$ cat config.mk
export PLATFORM = sky130hd
export DESIGN_NAME = rf_ctrl
export DESIGN_NICKNAME = d
export VERILOG_FILES = /design/src/rtl/rf_ctrl_pkg.sv /design/src/rtl/rf_scoreboard.sv /design/src/rtl/rf_ctrl.sv
export SDC_FILE = /design/constraint.sdc
export NUM_CORES = 1
export LEC_CHECK = 0
export CAP_MARGIN = 30
export CORE_MARGIN = 4
export CORE_UTILIZATION = 57
export CTS_CLUSTER_DIAMETER = 150
export DETAILED_ROUTE_END_ITERATION = 12
export PLACE_DENSITY = 0.88
export SLEW_MARGIN = 30
export SYNTH_ARGS = -nofsm -noshare
export SYNTH_HDL_FRONTEND = slang
export SYNTH_SLANG_ARGS = --single-unit
$ cat constraint.sdc
create_clock -name Clk -period 3.8 [get_ports Clk]
set_input_delay 0.38 -clock Clk [delete_from_list [all_inputs] [get_ports Clk]]
set_output_delay 0.38 -clock Clk [all_outputs]
set_load 0.05 [all_outputs]
$ cat src/rtl/rf_ctrl_pkg.sv
// Shared constants and FSM encoding for the register-file controller.
package rf_ctrl_pkg;
  localparam int REG_ADDR_W = 5;
  localparam int NUM_REGS   = 32;
  localparam logic [REG_ADDR_W-1:0] LAST_REG = 5'd31;

  typedef enum logic {ST_INIT, ST_RUN} state_e;
endpackage

$ cat src/rtl/rf_scoreboard.sv
// Per-register in-flight write counters, hazard stall compare and sticky error.
module rf_scoreboard
  import rf_ctrl_pkg::*;
#(
  parameter int CNT_W = 2
) (
  input  logic                  clk,
  input  logic                  rst_n,
  input  logic                  inc_en,
  input  logic [REG_ADDR_W-1:0] inc_rd,
  input  logic                  dec_en,
  input  logic [REG_ADDR_W-1:0] dec_rd,
  input  logic                  use1,
  input  logic [REG_ADDR_W-1:0] rs1,
  input  logic                  use2,
  input  logic [REG_ADDR_W-1:0] rs2,
  input  logic                  we,
  input  logic [REG_ADDR_W-1:0] rd,
  input  logic [REG_ADDR_W-1:0] dbg_addr,
  output logic                  raw_stall,
  output logic                  dbg_free,
  output logic                  sb_err
);
  localparam logic [CNT_W-1:0] CNT_MAX = {CNT_W{1'b1}};
  localparam logic [NUM_REGS-1:0] ONE = {{(NUM_REGS-1){1'b0}}, 1'b1};

  // Entry 0 is held at zero so address 0 never reports a pending write.
  logic [NUM_REGS-1:0][CNT_W-1:0] cnt_q, cnt_d;
  logic [NUM_REGS-1:0]            inc_hit, dec_hit;
  logic                           sb_err_q, sb_err_d;

  always_comb begin
    inc_hit  = inc_en ? (ONE << inc_rd) : '0;
    dec_hit  = dec_en ? (ONE << dec_rd) : '0;
    cnt_d    = cnt_q;
    sb_err_d = sb_err_q;
    for (int i = 1; i < NUM_REGS; i++) begin
      if (inc_hit[i] && !dec_hit[i])
        cnt_d[i] = cnt_q[i] + 1'b1;
      else if (dec_hit[i] && !inc_hit[i] && cnt_q[i] != '0)
        cnt_d[i] = cnt_q[i] - 1'b1;
    end
    cnt_d[0] = '0;
    // A writeback nobody was waiting for is a scoreboard underflow.
    if (dec_en && dec_rd != '0 && cnt_q[dec_rd] == '0)
      sb_err_d = 1'b1;
  end

  always_ff @(posedge clk or negedge rst_n) begin
    if (!rst_n) begin
      cnt_q    <= '0;
      sb_err_q <= 1'b0;
    end else begin
      cnt_q    <= cnt_d;
      sb_err_q <= sb_err_d;
    end
  end

  assign raw_stall = (use1 && rs1 != '0 && cnt_q[rs1] != '0) ||
                     (use2 && rs2 != '0 && cnt_q[rs2] != '0) ||
                     (we   && rd  != '0 && cnt_q[rd]  == CNT_MAX);
  assign dbg_free  = (cnt_q[dbg_addr] == '0);
  assign sb_err    = sb_err_q;
endmodule

$ cat src/rtl/rf_ctrl.sv
// Register-file controller: post-reset clear, issue scoreboarding and
// write-port arbitration between clear, writeback and debug.
module rf_ctrl
  import rf_ctrl_pkg::*;
#(
  parameter int DATA_WIDTH = 32,
  parameter int CNT_W      = 2
) (
  input  logic                  Clk,
  input  logic                  Rst,
  input  logic                  issue_valid,
  input  logic                  issue_we,
  input  logic [4:0]            issue_rd,
  input  logic [4:0]            issue_rs1,
  input  logic [4:0]            issue_rs2,
  input  logic                  issue_use1,
  input  logic                  issue_use2,
  output logic                  issue_stall,
  input  logic                  wb_valid,
  input  logic [4:0]            wb_rd,
  input  logic [DATA_WIDTH-1:0] wb_data,
  input  logic                  dbg_req,
  input  logic [4:0]            dbg_addr,
  input  logic [DATA_WIDTH-1:0] dbg_data,
  output logic                  dbg_ack,
  output logic                  write,
  output logic [4:0]            dest_add,
  output logic [DATA_WIDTH-1:0] dest_data,
  output logic                  init_done,
  output logic                  sb_err
);
  state_e                  state_q, state_d;
  logic [REG_ADDR_W-1:0]   clr_q, clr_d;
  logic                    dbg_ack_q, dbg_ack_d;
  logic                    run, raw_stall, dbg_free, dbg_grant, inc_en, dec_en;

  assign run         = (state_q == ST_RUN);
  assign issue_stall = !run || raw_stall;
  assign inc_en      = run && issue_valid && !issue_stall && issue_we && issue_rd != '0;
  assign dec_en      = run && wb_valid && wb_rd != '0;
  // No re-grant while the previous ack is on the wire: dbg_req is still held then.
  assign dbg_grant   = run && dbg_req && !wb_valid && dbg_free && !dbg_ack_q;

  rf_scoreboard #(.CNT_W(CNT_W)) u_sb (
    .clk      (Clk),
    .rst_n    (Rst),
    .inc_en   (inc_en),
    .inc_rd   (issue_rd),
    .dec_en   (dec_en),
    .dec_rd   (wb_rd),
    .use1     (issue_use1),
    .rs1      (issue_rs1),
    .use2     (issue_use2),
    .rs2      (issue_rs2),
    .we       (issue_we),
    .rd       (issue_rd),
    .dbg_addr (dbg_addr),
    .raw_stall(raw_stall),
    .dbg_free (dbg_free),
    .sb_err   (sb_err)
  );

  always_comb begin
    state_d   = state_q;
    clr_d     = clr_q;
    dbg_ack_d = dbg_grant;
    if (state_q == ST_INIT) begin
      clr_d = clr_q + 5'd1;
      if (clr_q == LAST_REG - 5'd1) begin
        state_d = ST_RUN;
        clr_d   = '0;
      end
    end
  end

  always_comb begin
    write     = 1'b0;
    dest_add  = '0;
    dest_data = '0;
    if (!run) begin
      write    = 1'b1;
      dest_add = clr_q + 5'd1;
    end else if (wb_valid && wb_rd != '0) begin
      write     = 1'b1;
      dest_add  = wb_rd;
      dest_data = wb_data;
    end else if (dbg_grant && dbg_addr != '0) begin
      write     = 1'b1;
      dest_add  = dbg_addr;
      dest_data = dbg_data;
    end
    if (!Rst)
      write = 1'b0;
  end

  always_ff @(posedge Clk or negedge Rst) begin
    if (!Rst) begin
      state_q   <= ST_INIT;
      clr_q     <= '0;
      dbg_ack_q <= 1'b0;
    end else begin
      state_q   <= state_d;
      clr_q     <= clr_d;
      dbg_ack_q <= dbg_ack_d;
    end
  end

  assign dbg_ack   = dbg_ack_q;
  assign init_done = run;
endmodule

Word level (Yosys, flattened, before mapping)
Index checks and enable logic that the tools add are counted.
Widths: inputs -> output; s select.
- bits in registers: 70
- output and inout bits: 42
- $add $sub $neg: 63
- shift operators: 2
- mux-type cells: 87
- magnitude comparators: 5
- eq/ne operators: 2
- reductions and logical operators: 253
- operators with widths (cell ; count):
    $mux 32 ; 5
    $mux 2 ; 67
    $reduce_bool 2->1 ; 64
    $logic_and 1x1->1 ; 113
    $logic_not 1->1 ; 66
    $shl 1x5->32 const A ; 2
    $add 2x1->2 const B ; 31
    $sub 2x1->2 const B ; 31
    $bmux 2 s5 ; 5
    $lt 5x6->1 const B ; 5
    $reduce_bool 5->1 ; 5
    $mux 5 ; 4
    $mux 1 ; 6
    $add 5x1->5 const B ; 1
    $eq 5x5->1 const B ; 1
    $logic_not 2->1 ; 2
    $logic_or 1x1->1 ; 3
    $eq 2x2->1 const B ; 1

Longest topological paths before layout
Gate-level depths: netlist of the first run.
- word-level depth: 17
- gate-level depth with buffers: 13

Modules after synthesis
A second synthesis of the first run with hierarchy kept.
- cells, all modules: 853
- area total of the unflattened synthesis: 6498.7 um^2
- by module, submodules not included (module ; cells an instance ; times used ; area each (um^2)):
    rf_scoreboard ; 688 ; 1 ; 5351.4
    rf_ctrl ; 165 ; 1 ; 1147.4

Least setup slack after synthesis of the first run
Ideal clock, no wire load.
- path type: in2out
- from: in dbg_addr[2]
- to: out write
- cell stages on the path: 8
- required time: 3.420 ns
- path slack: 0.929 ns
- data arrival time: 2.491 ns
- cell sequence: buf_2 -> mux4_2 -> mux4_2 -> mux2i_1 -> nor4_2 -> o21a_1 -> buf_2 -> o21a_1
- word-level cells in the longest chain between the ends: 10
- elaborated cells on any way between the ends: 11
- classes of those cells: mux (6); reduce/logical (5)
- ends and longest elaborated chain (element ; RTL line ; source):
    start: declaration ; rf_ctrl.sv:23 ; input logic [4:0] dbg_addr,
    $bmux 2 s5 ; rf_scoreboard.sv:62 ; assign dbg_free = (cnt_q[dbg_addr] == '0);
    $mux 2 (not written as such) ; rf_scoreboard.sv:62 ;
    $logic_not 2->1 ; rf_scoreboard.sv:62 ;
    $logic_and 1x1->1 (2 in series) ; rf_ctrl.sv:42 ; assign dbg_grant = run && dbg_req && !wb_valid && dbg_free && !dbg_ack_q;
    net dbg_ack_d ; rf_ctrl.sv:34 ; logic dbg_ack_q, dbg_ack_d;
    $logic_and 1x1->1 ; rf_ctrl.sv:87 ; end else if (dbg_grant && dbg_addr != '0) begin
    $mux 1 ; rf_ctrl.sv:87 ;
    $mux 1 ; rf_ctrl.sv:83 ; end else if (wb_valid && wb_rd != '0) begin
    $mux 1 ; rf_ctrl.sv:80 ; if (!run) begin
    $mux 1 ; rf_ctrl.sv:92 ; if (!Rst)
    end: declaration ; rf_ctrl.sv:26 ; output logic write,
The timed path passes the listed nets, and every way through them passes these cells. The select of a mux whose other input is x is not followed.

Final worst setup path of the first run
- from: in dbg_addr[2]
- to: out dest_data[22]
- word-level cells in the longest chain between the ends: 9
- elaborated cells on any way between the ends: 10
- classes of those cells: mux (5); reduce/logical (5)
- ends and longest elaborated chain (element ; RTL line ; source):
    $bmux 2 s5 ; rf_scoreboard.sv:62 ;
    $mux 2 (not written as such) ; rf_scoreboard.sv:62 ;
    $logic_not 2->1 ; rf_scoreboard.sv:62 ;
    $logic_and 1x1->1 (2 in series) ; rf_ctrl.sv:42 ;
    net dbg_ack_d ; rf_ctrl.sv:34 ;
    $logic_and 1x1->1 ; rf_ctrl.sv:87 ;
    $mux 32 ; rf_ctrl.sv:87 ;
    $mux 32 ; rf_ctrl.sv:83 ;
    $mux 32 ; rf_ctrl.sv:80 ;
    end: declaration ; rf_ctrl.sv:28 ; output logic [DATA_WIDTH-1:0] dest_data,
The timed path passes the listed nets, and every way through them passes these cells. The select of a mux whose other input is x is not followed.

==> results of run 1 <==
==> what timing repair did <==
action | CTS | global route
gates resized for setup | 0 | 2
buffers inserted | 0 | 0
setup endpoints to repair | 0 | 33
==> through the flow <==
| step | util [%] | worst slack, ns | instance area, um^2 | total power, uW | hold slack [ns] |
|---|---|---|---|---|---|
| after global placement | 73.9 | 0.282 | 8480 | 1700 | 0.483 |
| after detailed placement | 73.9 | 0.210 | 8480 | 1730 | 0.499 |
| final | 76.7 | 0.127 | 8800 | 2620 | 0.197 |
| after CTS | 76.6 | 0.206 | 8780 | 2600 | 0.231 |
| after global routing | 76.7 | 0.0300 | 8800 | 2700 | 0.264 |
| after floorplan | - | 0.929 | 6710 | 1330 | 0.0844 |
==> path summary, 6_finish.rpt <==
path | startpoint | end | slack (ns) | depth (start not counted)
min | Rst | dbg_ack | 0.20 | 2
max | dbg_addr[2] | dest_data[22] | 0.13 | 9
max in group asynchronous | Rst | u_sb.cnt_q[55] | 2.69 | 3
max reg2reg | u_sb.cnt_q[6] | u_sb.cnt_q[46] | 0.49 | 9
min reg2reg | u_sb.sb_err | u_sb.sb_err | 0.52 | 1
min in group Clk | u_sb.sb_err | u_sb.sb_err | 0.52 | 1
==> power by group through the flow <==
stage	registers (uW)	logic [uW]	clock network [uW]
finish	835	907	876
floorplan	831	496	0
global route	838	943	915
detailed placement	844	884	0
global placement	839	866	0
CTS	830	887	879
==> synth_stat cells (5+ instances only) <==
cell type / number / share of area, %
sky130_fd_sc_hd__and2_1: 5 / 0.47
sky130_fd_sc_hd__clkbuf_1: 33 / 1.8
sky130_fd_sc_hd__nand3_1: 44 / 3.3
sky130_fd_sc_hd__a22oi_1: 14 / 1.6
sky130_fd_sc_hd__o22a_1: 16 / 2.1
sky130_fd_sc_hd__inv_1: 17 / 0.95
sky130_fd_sc_hd__a21boi_0: 16 / 1.8
sky130_fd_sc_hd__buf_6: 5 / 0.84
sky130_fd_sc_hd__nor4_1: 14 / 1.3
sky130_fd_sc_hd__nand2b_1: 6 / 0.56
sky130_fd_sc_hd__mux2_2: 5 / 0.84
sky130_fd_sc_hd__mux4_2: 30 / 10
sky130_fd_sc_hd__nand4_1: 27 / 2.5
sky130_fd_sc_hd__nor2b_1: 11 / 1.0
sky130_fd_sc_hd__a2bb2oi_1: 7 / 0.91
sky130_fd_sc_hd__and3_1: 7 / 0.65
sky130_fd_sc_hd__a2111oi_0: 6 / 0.78
sky130_fd_sc_hd__dfrtp_1: 70 / 26
sky130_fd_sc_hd__o21bai_1: 6 / 0.67
sky130_fd_sc_hd__o211ai_1: 11 / 1.2
sky130_fd_sc_hd__nand4_2: 6 / 1.1
sky130_fd_sc_hd__nand2_1: 55 / 3.1
sky130_fd_sc_hd__a211oi_1: 8 / 0.90
sky130_fd_sc_hd__o21a_1: 12 / 1.3
sky130_fd_sc_hd__buf_4: 7 / 0.78
sky130_fd_sc_hd__mux2i_1: 5 / 0.75
sky130_fd_sc_hd__and4_1: 7 / 0.91
sky130_fd_sc_hd__nor2_1: 91 / 5.1
sky130_fd_sc_hd__nor3_1: 38 / 2.8
sky130_fd_sc_hd__xnor2_1: 26 / 3.4
sky130_fd_sc_hd__a21oi_1: 19 / 1.4
sky130_fd_sc_hd__nor3b_1: 5 / 0.56
sky130_fd_sc_hd__a22o_1: 33 / 4.3
sky130_fd_sc_hd__nand3b_1: 5 / 0.56
sky130_fd_sc_hd__a31oi_1: 18 / 1.7
sky130_fd_sc_hd__o21ai_0: 31 / 2.3
sky130_fd_sc_hd__buf_2: 16 / 1.2
sky130_fd_sc_hd__o311a_1: 5 / 0.75
==> final cells by class <==
type	count	share of cell area, %
Multi-Input combinational cell	640	52.1
Clock inverter	4	0.512
Tap cell	143	2.03
Inverter	17	0.725
Antenna cell	3	0.0853
Clock buffer	12	2.92
Sequential cell	70	19.9
Timing Repair Buffer	164	21.7
==> sequential cells by signal, summed over array words and instances (netlist names) <==
register / count
clr_q: 5
dbg_ack: 1
init_done: 1
u_sb.cnt_q: 62
u_sb.sb_err: 1
==> routing by layer <==
metal	global-route usage, %	up-vias
met4	22.0	0
met5	0	-
met3	11.2	162
met2	62.7	685
li1	-	3271
met1	43.4	3543
==> cells by family (layout without fill, tap and decap cells) <==
logic type	after synthesis	after routing	synth area share, %
and+or+nand+nor	339	339	26.8
AOI/OAI and AO/OA	231	231	25.6
buffers and inverters	81	197	5.80
DFF	70	70	26.1
muxes	40	40	11.7
xor gates and xnor gates	28	28	3.66
adders and majority gates	2	2	0.373
other	0	3	0
==> worst reg2reg max path: stages, from the launching register on <==
cell                        delay (ns)
sky130_fd_sc_hd__dfrtp_1          0.44
sky130_fd_sc_hd__nor2_1           0.47
sky130_fd_sc_hd__a21oi_1          0.15
sky130_fd_sc_hd__a2111oi_0        0.40
sky130_fd_sc_hd__a2111oi_0        0.17
sky130_fd_sc_hd__a21oi_2          0.31
sky130_fd_sc_hd__and2_1           0.58
sky130_fd_sc_hd__buf_4            0.28
sky130_fd_sc_hd__a31oi_1          0.10
sky130_fd_sc_hd__a22oi_1          0.29
==> flow_metrics.tcl, run 1 <==
set metrics [dict create \
    finalWirelength_um 25900 \
    power_switching_share_pct 34.0 \
    setup.worst_path.class "primary input to output port" \
    routedLengthMet1_um 8320 \
    final-seq-area_um2 1750 \
    synth_top_flop_cell "sky130_fd_sc_hd__dfrtp_1" \
    top_level_ports 139 \
    timing.final.crit_share_pct 96.6 \
    cts.root.buffer_cell "sky130_fd_sc_hd__clkbuf_16" \
    result_of_the_run "finished clean" \
    p_seq_share_pct 31.9 \
    most_used_cell_along_the_critical_path "sky130_fd_sc_hd__mux4_2" \
    critical_path.n_buffers_inverters 3 \
    drt_pre_antenna_iters 6 \
    clk_pin_slew_worst_paths_ns 0.06 \
    share_of_post_route_cells_with_drive_strength_above_1_pct 15.3 \
    maxUsedRoutingLayer "met4" \
    clock_power_share_pct 33.5 \
    path_delay_family "multiplexers" \
    synth_seq_area_share_pct 26.1 \
    grt_max_degree 39 \
    grt_antenna_before_repair 3 \
    combined_area_of_the_multi_input_logic_cells_um2 4580 \
    place.port_buffers 138 \
    detailedPlacementHpwl_um 19500 \
    instances_no_fill 1053 \
    grt_usage_pct 37.8 \
    total_power_per_unit_cell_area_nw_per_um2 297 \
    syn-mean-instance-area_um2 8.48 \
    numCtsBuffers 9 \
    final.min_clock_period_ns 3.67 \
    floorplan.initialDensity_pct 58.5 \
    floorplan.die.height_um 116 \
    timing.hold.worst.class "primary input to async pin" \
    rsz_0062_raised_after_global_routing "no" \
    final_estimated_routing_congestion_in_global_placement 1.00 \
    maxSlewHeadroom_pct 47.3 \
    drt_iter0_markers 1138 \
    ys_warn_count 0 \
    vias 7661 \
    critical_path.max_stage_delay_ns 0.74 \
    cts_num_sinks 70 \
    h-tree-depth 3 \
    worstSkewPairLatency_ns 0.35 \
    combPwrFrac_pct 34.7 \
    number_of_nets_with_antenna_violations_after_detailed_routing 0 \
    yosysUniqueCellTypes 69 \
    critical_path.slowest_cell "sky130_fd_sc_hd__clkdlybuf4s50_1" \
    fin_worst_skew_ns 0.00700 \
    max_freq_mhz 272 \
    std_cell_rows 39 \
    critPathLaunchType "primary input" \
    crit_path_max_fanout 33 \
    max-cap-violations 0 \
    critPathRequiredTime_ns 3.42 \
    leakage_power_uw 0.00353 \
    dr_wl_met2_um 12500 \
    routed-wl-met3_um 3470 \
    worstMarginPinSlew_ns 0.788 \
    area_delta_synth_final_pct 31.2 \
    fp.dieW_um 116 \
    mostFrequentLayoutCell "sky130_fd_sc_hd__clkdlybuf4s50_1" \
    synthCells 791 \
    first_pass_grt_wire_length_um 39100 \
    synth-edff-count 0 \
    clk_path_buf_depth 2 \
    final_hold_violating_endpoints 0 \
    drv_slew 0 \
    grt_remaining_overflow 0 \
    worst_ir_drop_vdd_mv 0.257 \
    setup_viol 0 \
    synth_fp_nets 890 \
    placed_cells 1034 \
    drc 0 \
    power.net_switching_uw 891 \
    endpoint_kind "output port" \
    cts_tree "done" \
    ys_async_sr_fraction_pct 100 \
    commonest_non_fill_non_tap_cells_in_the_layout "98 x sky130_fd_sc_hd__clkdlybuf4s50_1, 90 x sky130_fd_sc_hd__nor2_1, 70 x sky130_fd_sc_hd__dfrtp_1" \
    ys_seq_elements 70 \
    post_cts_hold_buffer_count 0 \
    area_of_the_core_um2 11500 \
    worst_ep_arrival_time_ns 3.29 \
    final.fill_count 794 \
    vias_per_cell 7.28 \
    netlist_area_um2 6710 \
    intPower_uw 1730 \
    detail_route.wl_per_cell_um 24.6 \
    num-nets-final 1001 \
    first_global_vias 7199 \
    crit_chain "clkdlybuf4s50_1 -> mux4_2 -> mux4_2 -> mux2i_1 -> nor4_4 -> o21a_1 -> buf_4 -> a22o_1 -> buf_12" \
    fin_setup_tns_ns 0 \
    fp.dieArea_um2 13600 \
]
(Power assumes the default switching activity.)
==> run 2: changes to the inputs <==
--- a/config.mk
+++ b/config.mk
@@ -7,10 +7,10 @@
 export LEC_CHECK = 0
 export CAP_MARGIN = 30
 export CORE_MARGIN = 4
-export CORE_UTILIZATION = 57
+export CORE_UTILIZATION = 50
 export CTS_CLUSTER_DIAMETER = 150
 export DETAILED_ROUTE_END_ITERATION = 12
-export PLACE_DENSITY = 0.88
+export PLACE_DENSITY = 0.78
 export SLEW_MARGIN = 30
 export SYNTH_ARGS = -nofsm -noshare
 export SYNTH_HDL_FRONTEND = slang
==> constraint.sdc (replaced) <==
create_clock -name Clk -period 3.87 [get_ports Clk]
set_input_delay 0.387 -clock Clk [delete_from_list [all_inputs] [get_ports Clk]]
set_output_delay 0.387 -clock Clk [all_outputs]
set_load 0.05 [all_outputs]
==> flow_metrics.tcl, run 2 (synthesized netlist as in run 1, its figures left out) <==
set metrics [dict create \
    layout_top_registers "u_sb.cnt_q: 62 flops, clr_q: 5 flops" \
    grt_max_degree 43 \
    fin_setup_tns_ns 0 \
    placed_cells 1077 \
    detail_route.wl_per_cell_um 24.0 \
    detailedPlacementHpwl_um 20200 \
    top_level_ports 139 \
    grt_usage_pct 33.8 \
    instances_no_fill 1097 \
    placed_area_um2 8590 \
    ctsResizeCount 0 \
    vias 7486 \
    total_power_uw 2610 \
    place.port_buffers 138 \
    area_of_the_core_um2 13200 \
    place_ws_ns 0.188 \
    endpoint_kind "output port" \
    first_global_vias 7176 \
    grt_remaining_overflow 0 \
    r2r_end "u_sb.cnt_q[18]" \
    result_of_the_run "finished clean" \
    vias_per_cell 6.82 \
    critical_path.n_buffers_inverters 2 \
    final_hold_violating_endpoints 0 \
    final_non_filler_cell_area_um2 8910 \
    final_estimated_routing_congestion_in_global_placement 1.02 \
    critical_path.slowest_cell "sky130_fd_sc_hd__nor2_1" \
    post_cts.repair.setup_buffers 0 \
    worst_setup_slack_for_register_to_register_paths_ns 0.44 \
    worstMarginPinSlew_ns 0.821 \
    max-cap-violations 0 \
    clk_pin_slew_worst_paths_ns 0.06 \
    cts_num_sinks 70 \
    timing.final.crit_share_pct 96.4 \
    fin_worst_skew_ns 0.00888 \
    commonest_non_fill_non_tap_cells_in_the_layout "98 x sky130_fd_sc_hd__clkdlybuf4s50_1, 91 x sky130_fd_sc_hd__nor2_1, 70 x sky130_fd_sc_hd__dfrtp_1" \
    final.min_clock_period_ns 3.73 \
    drt_pre_antenna_iters 5 \
    setup.worst_path.class "register to output port" \
    leakage_power_uw 0.00357 \
    cts.root.buffer_cell "sky130_fd_sc_hd__clkbuf_16" \
    worstSkewPairLatency_ns 0.34 \
    post_cts_hold_buffer_count 0 \
    critPathRequiredTime_ns 3.48 \
    worstReg2RegStart "u_sb.cnt_q[7]" \
    crit_chain "nor2_1 -> a21oi_1 -> a21oi_1 -> mux4_2 -> mux2i_1 -> nor4_2 -> o21a_1 -> buf_4 -> a22o_1 -> buf_12" \
    cts_tree "done" \
    area_delta_synth_final_pct 33.0 \
    setup_viol 0 \
    num-nets-final 1011 \
    critPathLaunchType "register" \
    timing.hold.worst.class "primary input to async pin" \
    fp.dieW_um 124 \
    max_freq_mhz 268 \
    crit_path_max_fanout 33 \
    numCtsBuffers 9 \
    std_cell_rows 42 \
    h-tree-depth 3 \
    setup.worst_path.end "dest_data[24]" \
    drt_iter0_markers 936 \
    rsz_0062_raised_after_global_routing "no" \
    critical_path.max_stage_delay_ns 0.52 \
    worst_ep_arrival_time_ns 3.35 \
    post-route-worst-setup-slack_ns 0.138 \
    critPathLaunch "u_sb.cnt_q[7]" \
    largest_register "u_sb.cnt_q" \
    r2r_cells 10 \
    maxSlewHeadroom_pct 43.8 \
    grt_antenna_before_repair 5 \
    total_power_per_unit_cell_area_nw_per_um2 293 \
    share_of_post_route_cells_with_drive_strength_above_1_pct 16.2 \
    path_delay_family "simple AND/OR/NAND/NOR gates" \
    most_used_cell_along_the_critical_path "sky130_fd_sc_hd__a21oi_1" \
    final.fill_count 1079 \
    first_pass_grt_wire_length_um 39400 \
    floorplan.initialDensity_pct 50.8 \
    worst_ir_drop_vdd_mv 0.231 \
    crit_cells 10 \
    mostFrequentLayoutCell "sky130_fd_sc_hd__clkdlybuf4s50_1" \
    clk_path_buf_depth 2 \
    fp.dieArea_um2 15300 \
    drv_slew 0 \
    largest_register_ffs 62 \
    number_of_nets_with_antenna_violations_after_detailed_routing 0 \
    drc 0 \
    floorplan.die.height_um 124 \
    finalWirelength_um 26300 \
]
## run 2: metal layers
metal | up-vias | track usage, % | part of all wire, %
li1 | 3293 | - | -
met1 | 3579 | 38.9 | 34
met2 | 521 | 55.3 | 48
met3 | 93 | 8.81 | 12
met4 | 0 | 22.2 | 5.7
met5 | - | 0 | 0
## run 2: worst min-delay path by stage
stage / from / to / slack [ns] / cells past startpoint
floorplan: Rst / clr_q[0] / 0.09 / 0
global placement: u_sb.sb_err / u_sb.sb_err / 0.46 / 1
detailed placement: u_sb.sb_err / u_sb.sb_err / 0.47 / 1
CTS: Rst / u_sb.cnt_q[9] / 0.29 / 2
global route: Rst / u_sb.cnt_q[9] / 0.32 / 2
finish: Rst / u_sb.cnt_q[9] / 0.28 / 2
## run 2: area by class of cell
class,instances,area [um^2],share of cell area (%)
Sequential cell,70,1750,19.6
Inverter,17,63.8,0.716
Clock inverter,6,87.6,0.982
Multi-Input combinational cell,640,4580,51.4
Clock buffer,9,225,2.53
Timing Repair Buffer,174,1970,22.1
Antenna cell,5,12.5,0.140
Tap cell,176,220,2.47
## run 2: report_power, final
part / internal (uW) / total (uW) / switching (uW) / leakage [uW]
clock: 560 / 892 / 331 / 0.000155
sequential: 766 / 816 / 50.4 / 0.000941
combinational: 405 / 901 / 496 / 0.00248
total: 1730 / 2610 / 878 / 0.00357
## run 2: metrics by stage
step	util (%)	hold slack [ns]
4_1_cts	67.5	0.288
2_1_floorplan	-	0.0914
5_1_grt	67.6	0.318
6_report	67.6	0.281
3_3_place_gp	65.1	0.459
3_5_place_dp	65.1	0.469
